$ cat src/rtl/or_share_arb_if.sv
// Bus bundle between the requesters, the shared OR unit and or_share_arb.
// The err signal exists only when OR_ARB_CHK_EN is defined.
interface or_share_arb_if #(
  parameter int NREQ = 4,
  parameter int CNTW = 16
);
  logic [NREQ-1:0] req;
  logic [NREQ-1:0] req_x;
  logic [NREQ-1:0] req_y;
  logic [NREQ-1:0] gnt;
  logic            or_x;
  logic            or_y;
  logic            or_z;
  logic [NREQ-1:0] rsp_valid;
  logic            rsp_z;
  logic            busy;
  logic [CNTW-1:0] txn_cnt;
`ifdef OR_ARB_CHK_EN
  logic            err;

  modport master (
    output req, req_x, req_y, or_z,
    input  gnt, or_x, or_y, rsp_valid, rsp_z, busy, txn_cnt, err
  );
  modport slave (
    input  req, req_x, req_y, or_z,
    output gnt, or_x, or_y, rsp_valid, rsp_z, busy, txn_cnt, err
  );
`else
  modport master (
    output req, req_x, req_y, or_z,
    input  gnt, or_x, or_y, rsp_valid, rsp_z, busy, txn_cnt
  );
  modport slave (
    input  req, req_x, req_y, or_z,
    output gnt, or_x, or_y, rsp_valid, rsp_z, busy, txn_cnt
  );
`endif
endinterface

$ cat src/rtl/or_share_arb.sv
// Round-robin arbiter sharing one OR unit among NREQ requesters (grant, drive, respond).
// Optional result self-check with sticky err output when OR_ARB_CHK_EN is defined.
module or_share_arb #(
  parameter int NREQ = 4,
  parameter int CNTW = 16
) (
  input  logic         clk,
  input  logic         rst,
  or_share_arb_if.slave bus
);
  localparam int PW = (NREQ > 1) ? $clog2(NREQ) : 1;

  typedef enum logic [1:0] {IDLE, DRIVE, RESP} state_t;

  state_t          r_state;
  state_t          w_state_next;
  logic [PW-1:0]   r_last_gnt;
  logic            r_or_x;
  logic            r_or_y;
  logic            r_rsp_z;
  logic [CNTW-1:0] r_txn_cnt;

  logic [PW-1:0]   w_cand [NREQ];
  logic [NREQ-1:0] w_hit;
  logic [PW-1:0]   w_win;
  logic            w_found;
  logic            w_take;

  // Candidate gi is the requester at offset gi+1 from the last grant, wrapped.
  generate
    for (genvar gi = 0; gi < NREQ; gi++) begin : g_cand
      logic [PW:0] w_sum;
      assign w_sum         = {1'b0, r_last_gnt} + (PW+1)'(gi + 1);
      assign w_cand[gi]    = (w_sum >= (PW+1)'(NREQ)) ? PW'(w_sum - (PW+1)'(NREQ))
                                                      : w_sum[PW-1:0];
      assign w_hit[gi]     = bus.req[w_cand[gi]];
    end
  endgenerate

  always_comb begin
    w_found = 1'b0;
    w_win   = '0;
    for (int i = NREQ - 1; i >= 0; i--) begin
      if (w_hit[i]) begin
        w_found = 1'b1;
        w_win   = w_cand[i];
      end
    end
  end

  always_ff @(posedge clk or posedge rst) begin
    if (rst) begin
      r_state <= IDLE;
    end else begin
      r_state <= w_state_next;
    end
  end

  always_comb begin
    w_state_next = r_state;
    w_take       = 1'b0;
    case (r_state)
      IDLE: begin
        if (w_found) begin
          w_take       = 1'b1;
          w_state_next = DRIVE;
        end
      end
      DRIVE: w_state_next = RESP;
      RESP: begin
        if (w_found) begin
          w_take       = 1'b1;
          w_state_next = DRIVE;
        end else begin
          w_state_next = IDLE;
        end
      end
      default: w_state_next = IDLE;
    endcase
    // The grant is combinational, so it must be suppressed while reset is held.
    if (rst) begin
      w_take = 1'b0;
    end
  end

  always_ff @(posedge clk or posedge rst) begin
    if (rst) begin
      r_last_gnt <= PW'(NREQ - 1);
      r_or_x     <= 1'b0;
      r_or_y     <= 1'b0;
      r_rsp_z    <= 1'b0;
      r_txn_cnt  <= '0;
    end else begin
      if (w_take) begin
        r_last_gnt <= w_win;
        r_or_x     <= bus.req_x[w_win];
        r_or_y     <= bus.req_y[w_win];
      end
      if (r_state == DRIVE) begin
        r_rsp_z <= bus.or_z;
      end
      if (r_state == RESP) begin
        r_txn_cnt <= r_txn_cnt + 1'b1;
      end
    end
  end

  assign bus.gnt       = w_take ? (NREQ'(1) << w_win) : '0;
  assign bus.rsp_valid = (r_state == RESP) ? (NREQ'(1) << r_last_gnt) : '0;
  assign bus.busy      = (r_state == DRIVE) || (r_state == RESP);
  assign bus.or_x      = r_or_x;
  assign bus.or_y      = r_or_y;
  assign bus.rsp_z     = r_rsp_z;
  assign bus.txn_cnt   = r_txn_cnt;

`ifdef OR_ARB_CHK_EN
  logic r_err;

  always_ff @(posedge clk or posedge rst) begin
    if (rst) begin
      r_err <= 1'b0;
    end else if ((r_state == DRIVE) && (bus.or_z != (r_or_x | r_or_y))) begin
      r_err <= 1'b1;
    end
  end

  assign bus.err = r_err;
`endif
endmodule

$ cat src/flat_wrapper.sv
// flat-port wrapper written by rule: the top's interface ports become plain ports
module or_share_arb_flat 
#(
  parameter int NREQ = 4,
  parameter int CNTW = 16
)
  (clk, rst, bus_req, bus_req_x, bus_req_y, bus_or_z, bus_gnt, bus_or_x, bus_or_y, bus_rsp_valid, bus_rsp_z, bus_busy, bus_txn_cnt);
  or_share_arb_if #(.NREQ(NREQ), .CNTW(CNTW)) bus_i ();
  input  logic clk;
  input  logic rst;
  input wire logic [$bits(bus_i.req)-1:0] bus_req;
  input wire logic [$bits(bus_i.req_x)-1:0] bus_req_x;
  input wire logic [$bits(bus_i.req_y)-1:0] bus_req_y;
  input wire logic [$bits(bus_i.or_z)-1:0] bus_or_z;
  output wire logic [$bits(bus_i.gnt)-1:0] bus_gnt;
  output wire logic [$bits(bus_i.or_x)-1:0] bus_or_x;
  output wire logic [$bits(bus_i.or_y)-1:0] bus_or_y;
  output wire logic [$bits(bus_i.rsp_valid)-1:0] bus_rsp_valid;
  output wire logic [$bits(bus_i.rsp_z)-1:0] bus_rsp_z;
  output wire logic [$bits(bus_i.busy)-1:0] bus_busy;
  output wire logic [$bits(bus_i.txn_cnt)-1:0] bus_txn_cnt;
  assign bus_i.req = bus_req;
  assign bus_i.req_x = bus_req_x;
  assign bus_i.req_y = bus_req_y;
  assign bus_i.or_z = bus_or_z;
  assign bus_gnt = bus_i.gnt;
  assign bus_or_x = bus_i.or_x;
  assign bus_or_y = bus_i.or_y;
  assign bus_rsp_valid = bus_i.rsp_valid;
  assign bus_rsp_z = bus_i.rsp_z;
  assign bus_busy = bus_i.busy;
  assign bus_txn_cnt = bus_i.txn_cnt;
  or_share_arb #(.NREQ(NREQ), .CNTW(CNTW)) u_core (.clk(clk), .rst(rst), .bus(bus_i));
endmodule
$ cat config.mk
export PLATFORM = sky130hd
export DESIGN_NAME = or_share_arb_flat
export DESIGN_NICKNAME = d
export VERILOG_FILES = /design/src/rtl/or_share_arb_if.sv /design/src/rtl/or_share_arb.sv /design/src/flat_wrapper.sv
export SDC_FILE = /design/constraint.sdc
export NUM_CORES = 1
export LEC_CHECK = 0
export ABC_AREA = 0
export ABC_CLOCK_PERIOD_IN_PS = 6470
export CORE_ASPECT_RATIO = 2
export CORE_UTILIZATION = 49
export CTS_CLUSTER_DIAMETER = 80
export DETAILED_ROUTE_END_ITERATION = 12
export PLACE_DENSITY_LB_ADDON = 0.05
export SLEW_MARGIN = 20
export SYNTH_ARGS = -nofsm -noshare
export SYNTH_HDL_FRONTEND = slang
export SYNTH_SLANG_ARGS = --single-unit
$ cat constraint.sdc
create_clock -name clk -period 6.47 [get_ports clk]
set_input_delay 1.294 -clock clk [delete_from_list [all_inputs] [get_ports clk]]
set_output_delay 1.294 -clock clk [all_outputs]
set_load 0.1 [all_outputs]
==> results of run 1 <==
## worst reg2reg max path, delay by kind of cell, from the launching register on
kind / cells / cell delay (ns)
AO/OA/AOI/OAI: 3 / 0.86
adder cells (fa/ha/maj): 1 / 0.34
buffers and inverters: 1 / 0.10
flip-flops: 1 / 0.67
multiplexers: 1 / 0.28
AND/OR/NAND/NOR: 1 / 0.07
## cell usage in the layout (no fill, tap or decap), types with 2 or more instances in the layout
cell and instances:
clkdlybuf4s50_1 38, dfrtp_1 21, nand2_1 14, xnor2_1 11, nor2_1 10, ha_1 10, inv_1 8, nand3_1 6
nand4_1 5, a21oi_1 5, mux2i_1 5, xor2_1 4, and2_1 4, buf_4 4, o21ai_0 3, clkbuf_8 3
and4_1 2, nand2b_1 2, o221ai_1 2, mux2_2 2, dfstp_2 2
## registers in the layout, summed over array words and instances, names as in the netlist
signal,cells
u_core.bus.or_x,1
u_core.r_last_gnt,2
u_core.r_state,2
u_core.bus.txn_cnt,16
u_core.bus.rsp_z,1
u_core.bus.or_y,1
## layer usage
layer	up-vias	global-route usage	wire length (um)	part of all wire
met2	28	0.412	1690	0.60
li1	543	-	-	-
met4	0	0.0724	40	0.014
met1	516	0.238	1010	0.36
met3	4	0.00875	65	0.023
met5	-	0	0	0
## report_power, final
group	switching [uW]	internal (uW)	total [uW]
Sequential	54.7	187	242
Clock	43.9	42.9	86.8
Combinational	448	171	619
## stage by stage
step,total power [uW],cells
2_1_floorplan,748,135
3_3_place_gp,847,199
3_5_place_dp,866,199
4_1_cts,954,203
5_1_grt,1000,203
6_report,948,203
## final cells by class
cell class,count,area [sq um]
clock buffer,3,41.3
clock inverter,1,5.00
fill,213,795
inverter,8,30.0
multi-input combinational,98,708
sequential,23,578
tap,28,35.0
timing repair buffer,42,410
## synth_stat cells (all sizes together), types with 4 or more instances
cell type	n	area, sq um
nand3	6	30.0
xor2	4	35.0
nand4	5	31.3
buf	4	35.0
nor2	10	37.5
nand2	14	52.6
mux2i	5	50.1
xnor2	11	96.3
dfrtp	21	526
inv	8	30.0
a21oi	5	25.0
and2	4	25.0
ha	10	125
## cells by family after synthesis
group                    count (synthesis)  synth area share
AND/OR/NAND/NOR                         49             0.182
adder cells (fa/ha/maj)                 10            0.0920
XOR/XNOR                                15            0.0966
multiplexers                             8            0.0699
buffers and inverters                   14            0.0543
AO/OA/AOI/OAI                           16            0.0800
flip-flops                              23             0.425
## worst max-delay path by stage
stage	to	slack, ns
2_1_floorplan	bus_gnt[1]	1.48
3_3_place_gp	bus_gnt[0]	1.77
5_1_grt	bus_gnt[0]	1.50
4_1_cts	bus_gnt[0]	1.68
3_5_place_dp	bus_gnt[0]	1.69
6_report	bus_gnt[0]	1.69
==> impl_metrics.toml, run 1 <==
[critical_path]
worstPathRequired_ns = 5.18
path_buf_inv = 3
startpoint_type = "input pin"
rr_startpoint = "u_core.r_last_gnt[0]"
cpPeakStageDelay_ns = 0.60
cp_cell_sequence = "clkdlybuf4s50_1, mux4_2, nand2_1, a221oi_1, o221a_1, inv_1, nor2_1, buf_4"
critPathCaptureType = "output pin"
cp.depth = 8
rrSetupSlack_ns = 4.03
r2r_cells = 7
cp.arrival_ns = 3.49
worstSetupStartpoint = "bus_req[1]"
path_class = "in -> out"
cp_max_fo = 8
r2r_end = "u_core.bus.or_y"
cpMaxStageDelayCell = "clkdlybuf4s50_1"
path_delay_family = "buffers and inverters"

[route]
num_vias = 1091
first_iter_violations = 17
first_pass_iters = 4
vias_per_cell = 5.37
wirelength_um = 2810
detail-route-antenna-nets = 0
drc = 0
drt-wirelength-per-cell_um = 13.8

[clock_network]
max-clock-path-buffers = 2
numCtsBuffers = 3
tritoncts = "built"
root_buffer = "clkbuf_8"
cts.sinks = 23
cts_resized = 0
path_clk_slew_ns = 0.08
clock_latency_ns = 0.26
cts_hold_buf = 0
htreeDepth = 1
post_cts_buffers = 0

[sta]
max_freq_ghz = 0.209
relSlewSlack = 0.343
whs_ns = 0.468
hold_viol = 0
fin_ws_ns = 1.69
period_minus_slack_ns = 4.78
setup_viol = 0
clock_skew_ns = 0.00389
rsz0062_at_grt = "false"
worst_pin_slew_ns = 0.982
tns_ns = 0
maxSlewViolCount = 0
post-route-period-util = 0.740

[layout]
area_growth_pct = 32.9
diodes = 0
postLayoutCoreUtil = 0.695
drive_gt1_frac = 0.0857
nNetsFinal = 201
fin_area_sq_um = 1810

[power]
max-vdd-ir-drop_mv = 0.337
total_leakage_power_uw = 0.000801
power_density_nw_per_um2 = 524

[floorplan]
rows = 26
initial_core_util = 0.523
coreArea_sq_um = 2600
fp.dieH_um = 76.5
io-pin-count = 43
die_w_um = 39.3
dieArea_sq_um = 3000

[yosys]
syn_nets = 160
synth_edf_count = 0
ys_ff_latch = 23
synthFlopType = "dfrtp_1"
syn_area_sq_um = 1360
ys_seq_area_frac = 0.425
synth_cell_types = 36
synth_area_per_cell_sq_um = 10.1
postSynthCellCount = 135
ys_warn_count = 0
synth-async-reset-ratio = 1.00

[hold_path]
worstHoldEndpoint = "u_core.bus.txn_cnt[15]"
hp-class = "reg -> reg"
min_from = "u_core.bus.txn_cnt[15]"
hold_depth = 1

[grt]
grt_pass1_wl_um = 4820
track_usage = 0.220
grt_antenna_before_repair = 0
gr-total-overflow = 0
grt_pass1_vias = 1108
grt_max_degree = 24

[status]
outcome = "finished clean"

[job]
drv_cap = 0

[placed_design]
placed_area_sq_um = 1760
port_buffers = 42
post-dp-hpwl_um = 2300
preCtsSetupSlack_ns = 1.69
gp_congestion = 0.709
Power figures use the tool's default switching activity.
==> inputs of run 2 (changes only) <==
--- a/config.mk
+++ b/config.mk
@@ -6,9 +6,9 @@
 export NUM_CORES = 1
 export LEC_CHECK = 0
 export ABC_AREA = 0
-export ABC_CLOCK_PERIOD_IN_PS = 6470
+export ABC_CLOCK_PERIOD_IN_PS = 4770
 export CORE_ASPECT_RATIO = 2
-export CORE_UTILIZATION = 49
+export CORE_UTILIZATION = 46
 export CTS_CLUSTER_DIAMETER = 80
 export DETAILED_ROUTE_END_ITERATION = 12
 export PLACE_DENSITY_LB_ADDON = 0.05
==> constraint.sdc (replaced) <==
create_clock -name clk -period 4.77 [get_ports clk]
set_input_delay 0.954 -clock clk [delete_from_list [all_inputs] [get_ports clk]]
set_output_delay 0.954 -clock clk [all_outputs]
set_load 0.1 [all_outputs]
==> run 2 against run 1 <==
First-iteration DRC count increased by 41%; sequential cell count unchanged; die area increased by 6.3%; critical path depth unchanged; clock power increased by 37%; clock-buffer cell count unchanged; register-to-register slack got worse by 1.7 ns; highest routed layer unchanged; cell count increased by 0.49%; sequential share of layout area decreased by 0.67 points; critical path type unchanged.
==> impl_metrics.toml, run 2 (same netlist as run 1, synthesis figures left out) <==
[power]
internal-power_uw = 561
switching_share = 0.571
seqPwrFrac = 0.250
p_comb_frac = 0.659
p_switching_uw = 745
total_leakage_power_uw = 0.000809
clkPwrFrac = 0.091
max-vdd-ir-drop_mv = 0.436
power_density_nw_per_um2 = 707

[floorplan]
rows = 27
initial_core_util = 0.491
dieArea_sq_um = 3190
fp.dieH_um = 78.9
die_w_um = 40.5
io-pin-count = 43
coreArea_sq_um = 2770

[layout]
stdcell_count = 204
postLayoutCoreUtil = 0.667
nNetsFinal = 201
largest_register_ffs = 16
final_common_cell = "clkdlybuf4s50_1"
diodes = 0
fill_cells = 225
ff_latch_area_sq_um = 578
area_growth_pct = 35.8
multiInputGateArea_sq_um = 708
drive_gt1_frac = 0.0857
mostFrequentLayoutCells = "clkdlybuf4s50_1 (38), dfrtp_1 (21), nand2_1 (14)"

[route]
num_vias = 1107
drt-wirelength-per-cell_um = 13.8
vias_per_cell = 5.43
wirelength_um = 2820
first_iter_violations = 24
drc = 0
detail-route-antenna-nets = 0
first_pass_iters = 4

[hold_path]
hp-class = "reg -> reg"
min_from = "u_core.bus.txn_cnt[15]"

[sta]
relSlewSlack = 0.350
clock_skew_ns = 0.00742
hold_viol = 0
post-route-period-util = 0.863
max_freq_ghz = 0.243
worst_pin_slew_ns = 0.971
period_minus_slack_ns = 4.11
tns_ns = 0
setup_viol = 0
maxSlewViolCount = 0
rsz0062_at_grt = "false"

[critical_path]
cpPeakStageDelay_ns = 0.51
cp_max_fo = 8
startpoint_type = "input pin"
cpMaxStageDelayCell = "clkdlybuf4s50_1"
critPathCaptureType = "output pin"
path_delay_family = "compound AO/OA/AOI/OAI gates"
cp.depth = 8
cp_cell_sequence = "clkdlybuf4s50_1, and2b_2, o2bb2ai_1, a221oi_1, o221a_1, inv_1, nor2_1, buf_12"
worstPathRequired_ns = 3.82
cp.arrival_ns = 3.16
path_buf_inv = 3
rr_startpoint = "u_core.r_last_gnt[0]"
cp-endpoint = "bus_gnt[0]"
r2r_cells = 7
path_class = "in -> out"
r2r_end = "u_core.bus.or_x"
rrSetupSlack_ns = 2.32
worstSetupStartpoint = "bus_req[3]"

[placed_design]
gp_congestion = 0.802
port_buffers = 42
dpl.cell_count = 200
post-dp-hpwl_um = 2260

[grt]
track_usage = 0.198
grt_max_degree = 24
grt_pass1_vias = 1075
grt_pass1_wl_um = 4520
gr-total-overflow = 0
grt_antenna_before_repair = 0

[clock_network]
htreeDepth = 1
max-clock-path-buffers = 2
post_cts_buffers = 0
tritoncts = "built"
root_buffer = "clkbuf_8"
cts.sinks = 23
clock_latency_ns = 0.26
numCtsBuffers = 3
path_clk_slew_ns = 0.08
cts_hold_buf = 0
cts_resized = 0

[job]
drv_cap = 0

[status]
outcome = "finished clean"
## run 2: worst min-delay path by stage
stage / endpoint / slack [ns] / cells past startpoint
after global routing: u_core.bus.txn_cnt[15] / 0.49 / 1
after floorplan: u_core.r_state[0] / 0.58 / 2
after detailed placement: u_core.bus.txn_cnt[15] / 0.46 / 1
final: u_core.bus.txn_cnt[15] / 0.47 / 1
after CTS: u_core.bus.txn_cnt[15] / 0.48 / 1
after global placement: u_core.bus.txn_cnt[15] / 0.46 / 1
## run 2: cell type report
cell class              count  area share
multi-input cells          98       0.383
flip-flops and latches     23       0.313
repair buffers             42       0.243
clock buffers               3      0.0224
well taps                  29      0.0196
inverters                   8      0.0163
clock inverters             1     0.00271
## run 2: layer usage
| layer | vias up | wire, um | global-route usage | share of wire |
|---|---|---|---|---|
| met5 | - | 0 | 0 | 0 |
| li1 | 543 | - | - | - |
| met4 | 0 | 50 | 0.0833 | 0.018 |
| met2 | 38 | 1650 | 0.363 | 0.58 |
| met3 | 4 | 100 | 0.0168 | 0.035 |
| met1 | 522 | 1030 | 0.204 | 0.36 |
## run 2: stage by stage
stage | hold slack, ns | setup slack [ns] | cell area [sq um] | power [uW]
after floorplan | 0.583 | 0.463 | 1360 | 1010
after global placement | 0.457 | 0.757 | 1800 | 1170
after detailed placement | 0.461 | 0.682 | 1800 | 1190
after CTS | 0.477 | 0.680 | 1850 | 1310
after global routing | 0.494 | 0.515 | 1850 | 1370
final | 0.472 | 0.656 | 1850 | 1310
## run 2: power groups by stage
stage	Combinational [uW]	Clock [uW]	Sequential (uW)
6_report	861	119	326
5_1_grt	906	129	335
4_1_cts	864	123	326
3_5_place_dp	861	0	329
3_3_place_gp	844	0	324
2_1_floorplan	465	0	549
==> inputs of run 3 (changes only) <==
--- a/config.mk
+++ b/config.mk
@@ -7,11 +7,11 @@
 export LEC_CHECK = 0
 export ABC_AREA = 0
 export ABC_CLOCK_PERIOD_IN_PS = 4770
-export CORE_ASPECT_RATIO = 2
 export CORE_UTILIZATION = 46
 export CTS_CLUSTER_DIAMETER = 80
 export DETAILED_ROUTE_END_ITERATION = 12
 export PLACE_DENSITY_LB_ADDON = 0.05
+export SETUP_SLACK_MARGIN = 0.2
 export SLEW_MARGIN = 20
 export SYNTH_ARGS = -nofsm -noshare
 export SYNTH_HDL_FRONTEND = slang
==> run 3 against run 2 <==
Clock skew is 0.0020 ns higher; register-to-register slack improved by 0.07 ns; sequential power barely moved; core utilization down 1.3 points; via count grew 0.63%; worst hold slack improved by 0.017 ns; combinational power down 2%; clock-buffer cell count did not move; final area fell by 1.6%; power decreased by 3.3%; sequential share of layout area up 0.50 points; critical path type unchanged.
==> impl_metrics.toml, run 3 (same netlist as run 1, synthesis figures left out) <==
[status]
outcome = "finished clean"

[layout]
multiInputGateArea_sq_um = 708
nNetsFinal = 201
largest_register_ffs = 16
fill_cells = 227
area_growth_pct = 33.7
postLayoutCoreUtil = 0.654
final_common_cell = "clkdlybuf4s50_1"
mostFrequentLayoutCells = "clkdlybuf4s50_1 (38), dfrtp_1 (21), nand2_1 (14)"
diodes = 0
ff_latch_area_sq_um = 578
drive_gt1_frac = 0.0857
stdcell_count = 206

[critical_path]
worstPathRequired_ns = 3.82
cp_cell_sequence = "clkdlybuf4s50_1, mux4_2, nand2_1, a221oi_1, o221a_1, inv_1, nor2_1, buf_12"
path_class = "in -> out"
cp.arrival_ns = 3.13
worstSetupStartpoint = "bus_req[1]"
cpPeakStageDelay_ns = 0.61
r2r_cells = 7
critPathCaptureType = "output pin"
r2r_end = "u_core.bus.or_y"
rrSetupSlack_ns = 2.39
rr_startpoint = "u_core.r_last_gnt[0]"
cp_max_fo = 8
cpMaxStageDelayCell = "clkdlybuf4s50_1"
startpoint_type = "input pin"

[clock_network]
cts_resized = 0
clock_latency_ns = 0.31
tritoncts = "built"
htreeDepth = 1
cts_hold_buf = 0
max-clock-path-buffers = 2
root_buffer = "clkbuf_4"
path_clk_slew_ns = 0.13
cts.sinks = 23
post_cts_buffers = 0
numCtsBuffers = 3

[sta]
setup_viol = 0
worst_pin_slew_ns = 0.972
max_freq_ghz = 0.245
clock_skew_ns = 0.00943
post-route-period-util = 0.857
relSlewSlack = 0.350
hold_viol = 0
maxSlewViolCount = 0
tns_ns = 0
period_minus_slack_ns = 4.09
rsz0062_at_grt = "false"

[grt]
track_usage = 0.176
grt_pass1_vias = 1031
grt_antenna_before_repair = 0
grt_max_degree = 24
gr-total-overflow = 0
grt_pass1_wl_um = 4400

[route]
detail-route-antenna-nets = 0
vias_per_cell = 5.41
drt-wirelength-per-cell_um = 12.6
num_vias = 1114
drc = 0
first_iter_violations = 38
wirelength_um = 2600
first_pass_iters = 4

[placed_design]
dpl.cell_count = 202
port_buffers = 42
gp_congestion = 0.801
post-dp-hpwl_um = 1960

[job]
drv_cap = 0

[floorplan]
fp.dieH_um = 56.4
dieArea_sq_um = 3180
die_w_um = 56.4
coreArea_sq_um = 2780
io-pin-count = 43
rows = 19
initial_core_util = 0.489

[power]
total_leakage_power_uw = 0.000799
max-vdd-ir-drop_mv = 0.626
power_density_nw_per_um2 = 695
p_total_uw = 1260

[hold_path]
hold_depth = 1
hp-class = "reg -> reg"
worstHoldEndpoint = "u_core.bus.txn_cnt[15]"
min_from = "u_core.bus.txn_cnt[15]"
run 3: cell counts in the layout (fill, tap and decap cells not counted):
Identical to the previous run, type by type.
run 3: critical path: cells and delay by family:
kind	cells	cell delay (ns)
AOI/OAI and AO/OA	2	0.71
and+or+nand+nor	2	0.25
buffers and inverters	3	0.92
muxes	1	0.30
run 3: cell type report:
class                      instances  area share
tap                               31      0.0213
sequential                        23       0.318
clock inverter                     1     0.00275
multi-input combinational         98       0.390
timing repair buffer              42       0.240
clock buffer                       3      0.0124
inverter                           8      0.0165
run 3: how the worst max path moves through the flow:
stage	slack, ns	endpoint	depth (start not counted)
after floorplan	0.46	bus_gnt[1]	7
after global placement	0.76	bus_gnt[0]	8
after detailed placement	0.69	bus_gnt[0]	8
after CTS	0.69	bus_gnt[0]	8
after global routing	0.49	bus_gnt[0]	8
final	0.68	bus_gnt[0]	8
run 3: through the flow:
stage | hold WS (ns) | instance area, sq um | setup slack, ns
detailed placement | 0.470 | 1790 | 0.686
CTS | 0.495 | 1820 | 0.691
finish | 0.489 | 1820 | 0.681
global placement | 0.457 | 1790 | 0.756
floorplan | 0.583 | 1360 | 0.463
global route | 0.498 | 1820 | 0.491
run 3: power breakdown:
group / internal (uW) / switching [uW] / total, uW
Sequential: 254 / 72.2 / 326
Clock: 31.3 / 60.0 / 91.4
Combinational: 242 / 604 / 846
Total: 527 / 736 / 1260
run 3: layer usage:
| metal | vias up | global-route usage | wire length (um) |
|---|---|---|---|
| li1 | 549 | - | - |
| met1 | 536 | 0.210 | 1190 |
| met2 | 25 | 0.304 | 1290 |
| met3 | 4 | 0.0323 | 86 |
| met4 | 0 | 0.0871 | 39 |
| met5 | - | 0 | 0 |
